===== config.mk =====
export PLATFORM = sky130hd
export DESIGN_NAME = sync_fifo_flags
export DESIGN_NICKNAME = d
export VERILOG_FILES = /design/src/rtl/sync_fifo_pkg.sv /design/src/rtl/sync_fifo_ram.sv /design/src/rtl/sync_fifo_flags.sv
export SDC_FILE = /design/constraint.sdc
export NUM_CORES = 1
export LEC_CHECK = 0
export ABC_AREA = 1
export BUFFER_PORTS_ARGS = -buffer_cell sky130_fd_sc_hd__clkbuf_2
export CORE_UTILIZATION = 40
export CTS_BUF_LIST = sky130_fd_sc_hd__clkbuf_16
export CTS_CLUSTER_SIZE = 30
export DETAILED_ROUTE_END_ITERATION = 16
export GPL_ROUTABILITY_DRIVEN = 0
export GPL_TIMING_DRIVEN = 0
export HOLD_SLACK_MARGIN = 0.02
export SLEW_MARGIN = 20
export SYNTH_ARGS = -nofsm -noshare
export SYNTH_HDL_FRONTEND = slang
export SYNTH_HIERARCHICAL = 1
export SYNTH_SLANG_ARGS = --single-unit
export TNS_END_PERCENT = 1

===== constraint.sdc =====
create_clock -name clk -period 2.1 [get_ports clk]
set_input_delay 0.315 -clock clk [delete_from_list [all_inputs] [get_ports clk]]
set_output_delay 0.315 -clock clk [all_outputs]
set_load 0.05 [all_outputs]

===== src/rtl/sync_fifo_pkg.sv =====
// Shared types and helpers for the flagged synchronous FIFO.
// Holds read-mode constants, parameter legality checks and fill arithmetic.
package sync_fifo_pkg;

    localparam int FIFO_STD   = 0;
    localparam int FIFO_FWFT  = 1;
    localparam int MIN_AWIDTH = 1;
    localparam int MAX_AWIDTH = 30;

    function automatic bit params_legal(input int aw, input int fwft,
                                        input int afull, input int aempty);
        bit ok;
        ok = (aw >= MIN_AWIDTH) && (aw <= MAX_AWIDTH);
        ok = ok && (fwft == FIFO_STD || fwft == FIFO_FWFT);
        ok = ok && (afull >= 1) && (afull <= (1 << aw));
        ok = ok && (aempty >= 0) && (aempty <= (1 << aw) - 1);
        return ok;
    endfunction

    // Pointer difference kept to the AWIDTH+1 bit pointer range.
    function automatic logic [31:0] fifo_fill(input logic [31:0] wp,
                                              input logic [31:0] rp,
                                              input int aw);
        logic [31:0] mask;
        mask = (32'd1 << (aw + 1)) - 32'd1;
        return (wp - rp) & mask;
    endfunction

endpackage


===== src/rtl/sync_fifo_ram.sv =====
// Register-array storage: one synchronous write port, one async read port.
// Contents are intentionally not reset.
module sync_fifo_ram
    import sync_fifo_pkg::*;
#(
    parameter int DWIDTH = 8,
    parameter int AWIDTH = 4
) (
    input  logic              clk,
    input  logic              we,
    input  logic [AWIDTH-1:0] waddr,
    input  logic [DWIDTH-1:0] wdata,
    input  logic [AWIDTH-1:0] raddr,
    output logic [DWIDTH-1:0] rdata
);

    logic [DWIDTH-1:0] mem_q [2**AWIDTH];

    always_ff @(posedge clk) begin
        if (we) begin
            mem_q[waddr] <= wdata;
        end
    end

    assign rdata = mem_q[raddr];

endmodule


===== src/rtl/sync_fifo_flags.sv =====
// Synchronous FIFO with fill count, threshold flags, sticky error flags
// and a standard or first-word-fall-through read port.
module sync_fifo_flags
    import sync_fifo_pkg::*;
#(
    parameter int DWIDTH     = 8,
    parameter int AWIDTH     = 4,
    parameter int FWFT       = FIFO_STD,
    parameter int AFULL_LVL  = 2**AWIDTH - 2,
    parameter int AEMPTY_LVL = 2
) (
    input  logic              clk,
    input  logic              rst,
    input  logic              wr,
    input  logic [DWIDTH-1:0] wr_data,
    input  logic              rd,
    output logic [DWIDTH-1:0] rd_data,
    output logic              rd_valid,
    output logic              fifo_full,
    output logic              fifo_empty,
    output logic              almost_full,
    output logic              almost_empty,
    output logic [AWIDTH:0]   fill_count,
    output logic              overflow,
    output logic              underflow,
    input  logic              err_clr
);

    if (!params_legal(AWIDTH, FWFT, AFULL_LVL, AEMPTY_LVL)) begin : g_bad_params
        $error("sync_fifo_flags: illegal parameter combination");
    end

    localparam logic [AWIDTH:0] AFULL_C  = (AWIDTH+1)'(AFULL_LVL);
    localparam logic [AWIDTH:0] AEMPTY_C = (AWIDTH+1)'(AEMPTY_LVL);

    logic [AWIDTH:0]   wr_ptr_q, wr_ptr_d;
    logic [AWIDTH:0]   rd_ptr_q, rd_ptr_d;
    logic              overflow_q, overflow_d;
    logic              underflow_q, underflow_d;
    logic              wr_acc, rd_acc;
    logic [DWIDTH-1:0] ram_rdata;

    assign fifo_empty = (wr_ptr_q == rd_ptr_q);
    assign fifo_full  = (wr_ptr_q[AWIDTH] != rd_ptr_q[AWIDTH]) &&
                        (wr_ptr_q[AWIDTH-1:0] == rd_ptr_q[AWIDTH-1:0]);
    assign fill_count = (AWIDTH+1)'(fifo_fill(32'(wr_ptr_q), 32'(rd_ptr_q), AWIDTH));
    assign almost_full  = (fill_count >= AFULL_C);
    assign almost_empty = (fill_count <= AEMPTY_C);
    assign overflow     = overflow_q;
    assign underflow    = underflow_q;

    assign wr_acc = wr && !fifo_full;
    assign rd_acc = rd && !fifo_empty;

    // A set on the same edge takes priority over err_clr.
    always_comb begin
        wr_ptr_d    = wr_ptr_q + (AWIDTH+1)'(wr_acc);
        rd_ptr_d    = rd_ptr_q + (AWIDTH+1)'(rd_acc);
        overflow_d  = overflow_q && !err_clr;
        underflow_d = underflow_q && !err_clr;
        if (wr && fifo_full) overflow_d = 1'b1;
        if (rd && fifo_empty) underflow_d = 1'b1;
    end

    always_ff @(posedge clk or posedge rst) begin
        if (rst) begin
            wr_ptr_q    <= '0;
            rd_ptr_q    <= '0;
            overflow_q  <= 1'b0;
            underflow_q <= 1'b0;
        end else begin
            wr_ptr_q    <= wr_ptr_d;
            rd_ptr_q    <= rd_ptr_d;
            overflow_q  <= overflow_d;
            underflow_q <= underflow_d;
        end
    end

    sync_fifo_ram #(
        .DWIDTH(DWIDTH),
        .AWIDTH(AWIDTH)
    ) u_ram (
        .clk  (clk),
        .we   (wr_acc),
        .waddr(wr_ptr_q[AWIDTH-1:0]),
        .wdata(wr_data),
        .raddr(rd_ptr_q[AWIDTH-1:0]),
        .rdata(ram_rdata)
    );

    if (FWFT == FIFO_FWFT) begin : g_fwft
        assign rd_data  = ram_rdata;
        assign rd_valid = !fifo_empty;
    end else begin : g_std
        logic [DWIDTH-1:0] rd_data_q, rd_data_d;
        logic              rd_valid_q, rd_valid_d;

        always_comb begin
            rd_data_d  = rd_acc ? ram_rdata : rd_data_q;
            rd_valid_d = rd_acc;
        end

        always_ff @(posedge clk or posedge rst) begin
            if (rst) begin
                rd_data_q  <= '0;
                rd_valid_q <= 1'b0;
            end else begin
                rd_data_q  <= rd_data_d;
                rd_valid_q <= rd_valid_d;
            end
        end

        assign rd_data  = rd_data_q;
        assign rd_valid = rd_valid_q;
    end

endmodule


# --- After elaboration in Yosys (flattened, before gate mapping) ---
# Memories as Yosys holds them, arrays and structs flattened. A register that Yosys moved wholly into a read port is not among the register bits.
# Cells that the tools add are included.
totals:
  regBits: 13
  ramBits: 128
  in_bits: 13
  output_inout_bits: 20
  elab_cells: 28
  mem_count: 1
classes:
  add_sub_neg: 3
  magnitude_cmp: 2
  eq_ne: 3
  n_mux: 4
  n_reduce_logical: 10
memory_table:
  columns: ["memory", "depth", "width", "rd", "rd_ports_with_merged_regs", "wr", "line", "rtl"]
  rows:
  - ["u_ram.mem_q", 16, 8, 1, 1, 1, "sync_fifo_ram.sv:17", "logic [DWIDTH-1:0] mem_q [2**AWIDTH];"]
op_table:
  columns: ["op", "count"]
  rows:
  - ["adder 5 x 1 -> 5 bit", 2]
  - ["logical AND 1 bit", 7]
  - ["equality test 5 bit", 1]
  - [">= comparator 5 x 4 -> 1 bit (second input constant)", 1]
  - ["less-or-equal comparator 5 x 2 -> 1 bit (second input constant)", 1]
  - ["subtractor 5 bit", 1]
  - ["equality test 4 bit", 1]
  - ["2-to-1 mux 1 bit", 4]
  - ["zero test 1 bit", 3]
  - ["inequality test 1 bit", 1]

# --- Longest topological paths before layout ---
# Gate-level depths: netlist of the first run.
logic_depth:
  depth_word: 6
  mapped_depth: 11
  mapped_depth_nobuf: 11

# --- By module ---
# The synthesis of the first run kept the hierarchy.
modules_own_cells:
  columns: ["module", "instances", "cells_each", "area_per_inst_um2", "seq_area_each_um2"]
  rows:
  - ["sync_fifo_ram", 1, 543, 5606.6, 3843.7]
  - ["sync_fifo_flags", 1, 124, 1112.3, 525.5]

# --- Worst setup path after synthesis of the first run ---
# No wires, ideal clock.
synth_timing:
  path_kind: "flip-flop to flip-flop"
  startpoint: "register wr_ptr_q[0]"
  endpoint: "memory u_ram.mem_q[12][0] (enable)"
  setup_ns: 0.370
  arrival_time_ns: 2.267
  t_required_ns: 1.730
  setup_slack_ns: -0.538
  path_stages_with_launch: 9
  n_path_buf: 0
  synth_period_minus_slack_ns: 2.638
  path_cell_list: "dfrtp_1 inv_1 ha_1 inv_1 nor2_4 and2_2 nor2_1 nand3_1 nor2_1"
synth_via:
  elab_chain_cells: 6
synth_lines:
  columns: ["item", "line", "rtl"]
  rows:
  - ["start, declared", "sync_fifo_flags.sv:36", "logic [AWIDTH:0] wr_ptr_q, wr_ptr_d;"]
  - ["start signal, assigned", "sync_fifo_flags.sv:72", "wr_ptr_q <= wr_ptr_d;"]
  - ["equality test 4 bit", "sync_fifo_flags.sv:45", "(wr_ptr_q[AWIDTH-1:0] == rd_ptr_q[AWIDTH-1:0]);"]
  - ["logical AND 1 bit", "sync_fifo_flags.sv:44", "assign fifo_full = (wr_ptr_q[AWIDTH] != rd_ptr_q[AWIDTH]) &&"]
  - ["net fifo_full", "sync_fifo_flags.sv:19", "output logic fifo_full,"]
  - ["zero test 1 bit", "sync_fifo_flags.sv:52", "assign wr_acc = wr && !fifo_full;"]
  - ["logical AND 1 bit", "sync_fifo_flags.sv:52", null]
  - ["net wr_acc", "sync_fifo_flags.sv:40", "logic wr_acc, rd_acc;"]
  - ["2-to-1 mux 1 bit", "sync_fifo_ram.sv:20", "if (we) begin"]
  - ["2-to-1 mux 1 bit (not written as such)", "sync_fifo_ram.sv:21", "mem_q[waddr] <= wdata;"]
  - ["end, declared", "sync_fifo_ram.sv:17", null]
# The timed path passes the listed nets, and every way through them passes these cells.

# --- Worst setup path in the final report of the first run ---
layout_timing:
  startpoint: "register wr_ptr_q[0]"
  endpoint: "output port almost_empty"
layout_via:
  elab_chain_cells: 2
layout_lines:
  columns: ["item", "line", "rtl"]
  rows:
  - ["subtractor 5 bit", "sync_fifo_pkg.sv:26", "return (wp - rp) & mask;"]
  - ["less-or-equal comparator 5 x 2 -> 1 bit", "sync_fifo_flags.sv:48", "assign almost_empty = (fill_count <= AEMPTY_C);"]
  - ["end, declared", "sync_fifo_flags.sv:22", "output logic almost_empty,"]
# Every way passes these cells.

==> flow_summary.ini, run 1 <==
[run_status]
status = complete, but fails checks
violations = setup timing

[yosys]
yosysMostFrequentCell = nand2_1
synth-seq-cells = 149
synthArstFlopShare_pct = 14.09
ys_seq_area_share_pct = 65.03
syn_nets = 689
syn_avg_cell_area_sq_um = 10.07
synth_cell_type_count = 24
synth_edf_count = 128
ys_warn_count = 6
synth_ff_type = edfxtp_1
yosys-top-cells-area = edfxtp_1 57%, nand2_1 12%, nand3_1 8.6%
netlist_area_sq_mm = 0.006719
yosys.area.top_type_share_pct = 57.21
synth_top_area_cell = edfxtp_1
synthTopCellsByCount = 206 x nand2_1, 128 x edfxtp_1, 120 x inv_1
synthCells = 667

[flow_run]
drv_cap = 0

[layout]
register_area_sq_mm = 0.004377
stdcell_count = 960
multi_input_area_sq_mm = 0.001956
fill_cells = 1496
fin_nets = 749
area_growth_syn_to_layout_pct = 22.22
drive_gt1_share_pct = 20.84
final_util_pct = 49.87

[critical_path]
r2r_end = u_ram/mem_q[0][5]
criticalPathCategory = flip-flop to primary output
crit_buf_inv = 3
critical_path.max_stage_delay_ps = 400
cp_data_arrival_time_ps = 2000
crit_path_start_kind = flip-flop
rr_startpoint = wr_ptr_q[2]
reg2reg_setup_slack_ps = -10
worstPathMaxFanout = 3
path_cells = inv_2, ha_4, inv_2, fa_2, nand2_2, nand2_2, nand3_2, nand3_1, nor2_2, buf_8
rr_worst_depth = 7
critical_path.endpoint_type = primary output
path_delay_family = adder cells
worst_path_max_delay_cell = dfrtp_2
crit_required_ps = 1780
cp.depth = 10

[drt]
vias = 4690
routed_wl_mm = 16.08
drc = 0
firstDrtPassIters = 6
drtAntennaViolNets = 0
drt_iter0_markers = 403
vias_per_cell = 4.885
routedWlPerCell_um = 16.74

[floorplan]
coreArea_sq_mm = 0.01647
initial_core_util_pct = 40.81
row_count = 47
dieArea_sq_mm = 0.01732
io_pins = 33
dieWidth_um = 131.6
die_h_um = 131.6

[clock_tree]
clk_pin_slew_ps = 60
cts_max_path_buffers = 2
cts_sinks = 149
clk-insertion-delay-late_ps = 430
htree_levels = 4
cts_buffers = 17
clockRootBuffer = clkbuf_16
cts_tree = built
cts.hold.buffers_added = 0

[sta]
slew_headroom_pct = 46.67
worst_pin_slew_ps = 799.0
rsz0062_at_grt = true
fin_ws_ps = -216.6
setup_viol = 27
slew_violations = 0
final-hold-violation-count = 0
hold_slack_ps = 14.31
finalCritPeriodShare_pct = 110.3
fin_crit_ps = 2317
tns_ps = -954.1
max_freq_ghz = 0.4317
skew_ps = 8.745

[power]
power.total_mw = 13.72
power.density_mw_per_mm2 = 1671
vdd_ir_drop_max_v = 0.001125
total_leakage_power_nw = 3.582

[global_routing]
grt_pass1_wl_mm = 25.20
grt_util_all_layers_pct = 19.84
grt_antenna_before_repair = 0
grt_pass1_vias = 4562
grt_max_degree = 22
grt-ovfl-total = 0

[place]
placement.io_buffers = 31
placed_cells = 918
hpwl_mm = 10.87

[worst_hold_path]
hold_class = input port to asynchronous set/reset pin
[final cells by class]
type,count,area share [%]
Inverter,123,5.668
Sequential cell,149,53.30
Buffer,25,2.087
Tap cell,220,3.352
Clock inverter,14,2.270
Multi-Input combinational cell,370,23.82
Timing Repair Buffer,41,4.297
Antenna cell,1,0.03047
Clock buffer,17,5.181
[layer usage]
layer  global-route usage [%]  vias up  share of wire [%]
met5                        0        -                  0
li1                         -     2260                  -
met3                    4.244       21                5.0
met2                    32.98      121                 50
met1                    25.47     2288                 43
met4                    7.235        0                1.6
[state kept, by name, indices dropped and copies added, names as in the netlist]
signal       count
u_ram/mem_q    128
rd_data          8
rd_ptr_q         5
underflow        1
rd_valid         1
overflow         1
wr_ptr_q         5
[cells in the final DEF, fill, tap and decap left out, types with 14 or more instances in the layout]
master / instances
edfxtp_1: 128
clkbuf_16: 17
dfrtp_1: 15
nand2_1: 199
nand3_1: 113
nor2_4: 18
buf_2: 14
clkbuf_2: 23
inv_1: 114
[metrics by stage]
step / cell area (sq um) / setup WS, ps
2_1_floorplan: 6853 / -150.2
3_3_place_gp: 7283 / -366.9
3_5_place_dp: 7283 / -399.3
4_1_cts: 8188 / -278.2
5_1_grt: 8209 / -290.0
6_report: 8212 / -216.6
[cell families (layout without fill, tap and decap cells)]
family	Yosys count	in the layout	synth area share, %
and+or+nand+nor	351	351	22.51
DFF	149	149	65.03
buffers and inverters	148	220	9.423
adders and majority gates	9	9	1.788
xor gates and xnor gates	7	7	0.9125
AOI/OAI and AO/OA	3	3	0.3352
other	0	1	0
[worst max path at each step]
| stage | start | end |
|---|---|---|
| 6_report | wr_ptr_q[0] | almost_empty |
| 5_1_grt | wr_ptr_q[0] | almost_empty |
| 4_1_cts | wr_ptr_q[0] | almost_full |
| 3_5_place_dp | wr_ptr_q[3] | u_ram/mem_q[10][3] |
| 3_3_place_gp | wr_ptr_q[3] | u_ram/mem_q[10][4] |
| 2_1_floorplan | rd_ptr_q[0] | u_ram/mem_q[10][0] |
[power breakdown]
part,switching [mW],leakage [nW],internal (mW)
Clock,1.17,0.292,1.97
Sequential,0.274,1.40,3.71
Combinational,4.44,1.89,2.16
Total,5.88,3.58,7.84
[timing repair]
item / in CTS / in global routing
pin swaps: 13 / 11
hold endpoints to repair: 0 / 0
cloned: 0 / 0
buffers inserted: 10 / 0
setup endpoints to repair: 139 / 139
gates resized for setup: 36 / 16
Power figures use the tool's default switching activity.
==> run 2, diff against run 1 <==
- SKIP_CTS_REPAIR_TIMING: default -> 1
==> run 2 against run 1 <==
  * The flow still finishes with violations (setup timing)
  * First-iteration DRC count up 16%
  * Final area is 0.11% higher
  * Cell count unchanged
  * Maximum frequency shrank 1.4%
  * Global-route usage shrank 0.36 points
  * Die area did not move
  * Highest routed layer unchanged
==> flow_summary.ini, run 2 (same netlist as run 1, synthesis figures left out) <==
[layout]
most-common-layout-cells = 199 x nand2_1, 128 x edfxtp_1, 114 x inv_1, 113 x nand3_1, 23 x clkbuf_2
largest_reg_flops = 128
final_util_pct = 49.92
insertedDiodeCount = 0
fill_cells = 1488
fin_nets = 750
layout_commonest_cell = nand2_1
stdcell_count = 960
area_growth_syn_to_layout_pct = 22.35
multi_input_area_sq_mm = 0.001956
largest_register = u_ram/mem_q
drive_gt1_share_pct = 20.95
stdcell_area_sq_mm = 0.008220
register_area_sq_mm = 0.004377

[clock_tree]
cts_buffers = 17
clk_pin_slew_ps = 60
cts_max_path_buffers = 2
clk-insertion-delay-late_ps = 430
clockRootBuffer = clkbuf_16
cts_sinks = 149
cts_tree = built
htree_levels = 4

[power]
vdd_ir_drop_max_v = 0.0009543
power.total_mw = 13.65
swShare_pct = 43.09
internal-power_mw = 7.768
p_clk_share_pct = 23.0
total_leakage_power_nw = 3.586
power_frac_comb_pct = 47.8
seqPwrFrac_pct = 29.2
power.density_mw_per_mm2 = 1661
switching_power_mw = 5.882

[sta]
final-hold-violation-count = 0
max_freq_ghz = 0.4255
hold_slack_ps = 10.54
finalCritPeriodShare_pct = 111.9
skew_ps = 6.371
fin_crit_ps = 2350
setup_viol = 104
rsz0062_at_grt = true
fin_ws_ps = -250.2
slew_headroom_pct = 47.45
worst_pin_slew_ps = 787.4
tns_ps = -3388
slew_violations = 0

[critical_path]
crit_path_start_kind = flip-flop
criticalPathCategory = flip-flop to primary output
worst_path_max_delay_cell = fa_2
cp_data_arrival_time_ps = 2040
path_delay_family = adder cells
crit_buf_inv = 4
crit_required_ps = 1780
critical_path.max_stage_delay_ps = 580
path_cells = inv_2, ha_4, inv_2, fa_2, inv_2, nor2_2, nand2_1, nand2_2, buf_8
critical_path.endpoint_type = primary output
worstPathMaxFanout = 3
crit_path_frequent_cell = inv_2

[global_routing]
grt_max_degree = 22
grt_util_all_layers_pct = 19.48
grt_pass1_vias = 4458
grt_pass1_wl_mm = 24.70
grt_antenna_before_repair = 0
grt-ovfl-total = 0

[place]
placed_cells = 918
placement.io_buffers = 31
placed_area_sq_mm = 0.007283
post-place-ws_ps = -399.3
hpwl_mm = 10.87

[flow_run]
drv_cap = 0

[drt]
routed_wl_mm = 16.18
vias_per_cell = 4.882
drc = 0
vias = 4687
firstDrtPassIters = 5
drt_iter0_markers = 468
routedWlPerCell_um = 16.85
drtAntennaViolNets = 0

[run_status]
violations = setup timing
status = complete, but fails checks

[floorplan]
die_h_um = 131.6
dieWidth_um = 131.6
io_pins = 33
row_count = 47
coreArea_sq_mm = 0.01647
dieArea_sq_mm = 0.01732
initial_core_util_pct = 40.81

[worst_hold_path]
hold_class = input port to asynchronous set/reset pin
## run 2: layout make-up
cell class                 count  share of cell area [%]
sequential                   149                   53.24
multi-input combinational    370                   23.79
inverter                     123                   5.662
clock buffer                  17                   5.175
timing repair buffer          42                   4.429
tap                          220                   3.349
clock inverter                14                   2.268
buffer                        25                   2.085
## run 2: power by group through the flow
stage	sequential [mW]	combinational, mW	clock [mW]
detailed placement	4.04	5.77	0
finish	3.98	6.53	3.14
floorplan	4.28	4.01	0
global route	4.04	7.00	3.30
global placement	4.02	5.69	0
CTS	3.98	5.79	3.18
## run 2: worst paths after layout
check | from | end | slack, ps | cells after the start
max reg2reg | rd_ptr_q[1] | u_ram/mem_q[11][0] | -60 | 10
max in group asynchronous | rst | wr_ptr_q[0] | 1540 | 2
min | rst | underflow | 10 | 2
min in group clk | err_clr | underflow | 90 | 2
max | wr_ptr_q[0] | almost_full | -250 | 9
min reg2reg | rd_data[7] | rd_data[7] | 470 | 2
## run 2: routing by layer
metal,GRT usage (%),routed length (um),share of wire (%)
met1,25.29,7003,43
met3,4.244,896,5.5
met2,31.92,8036,50
met4,7.235,240,1.5
met5,0,0,0
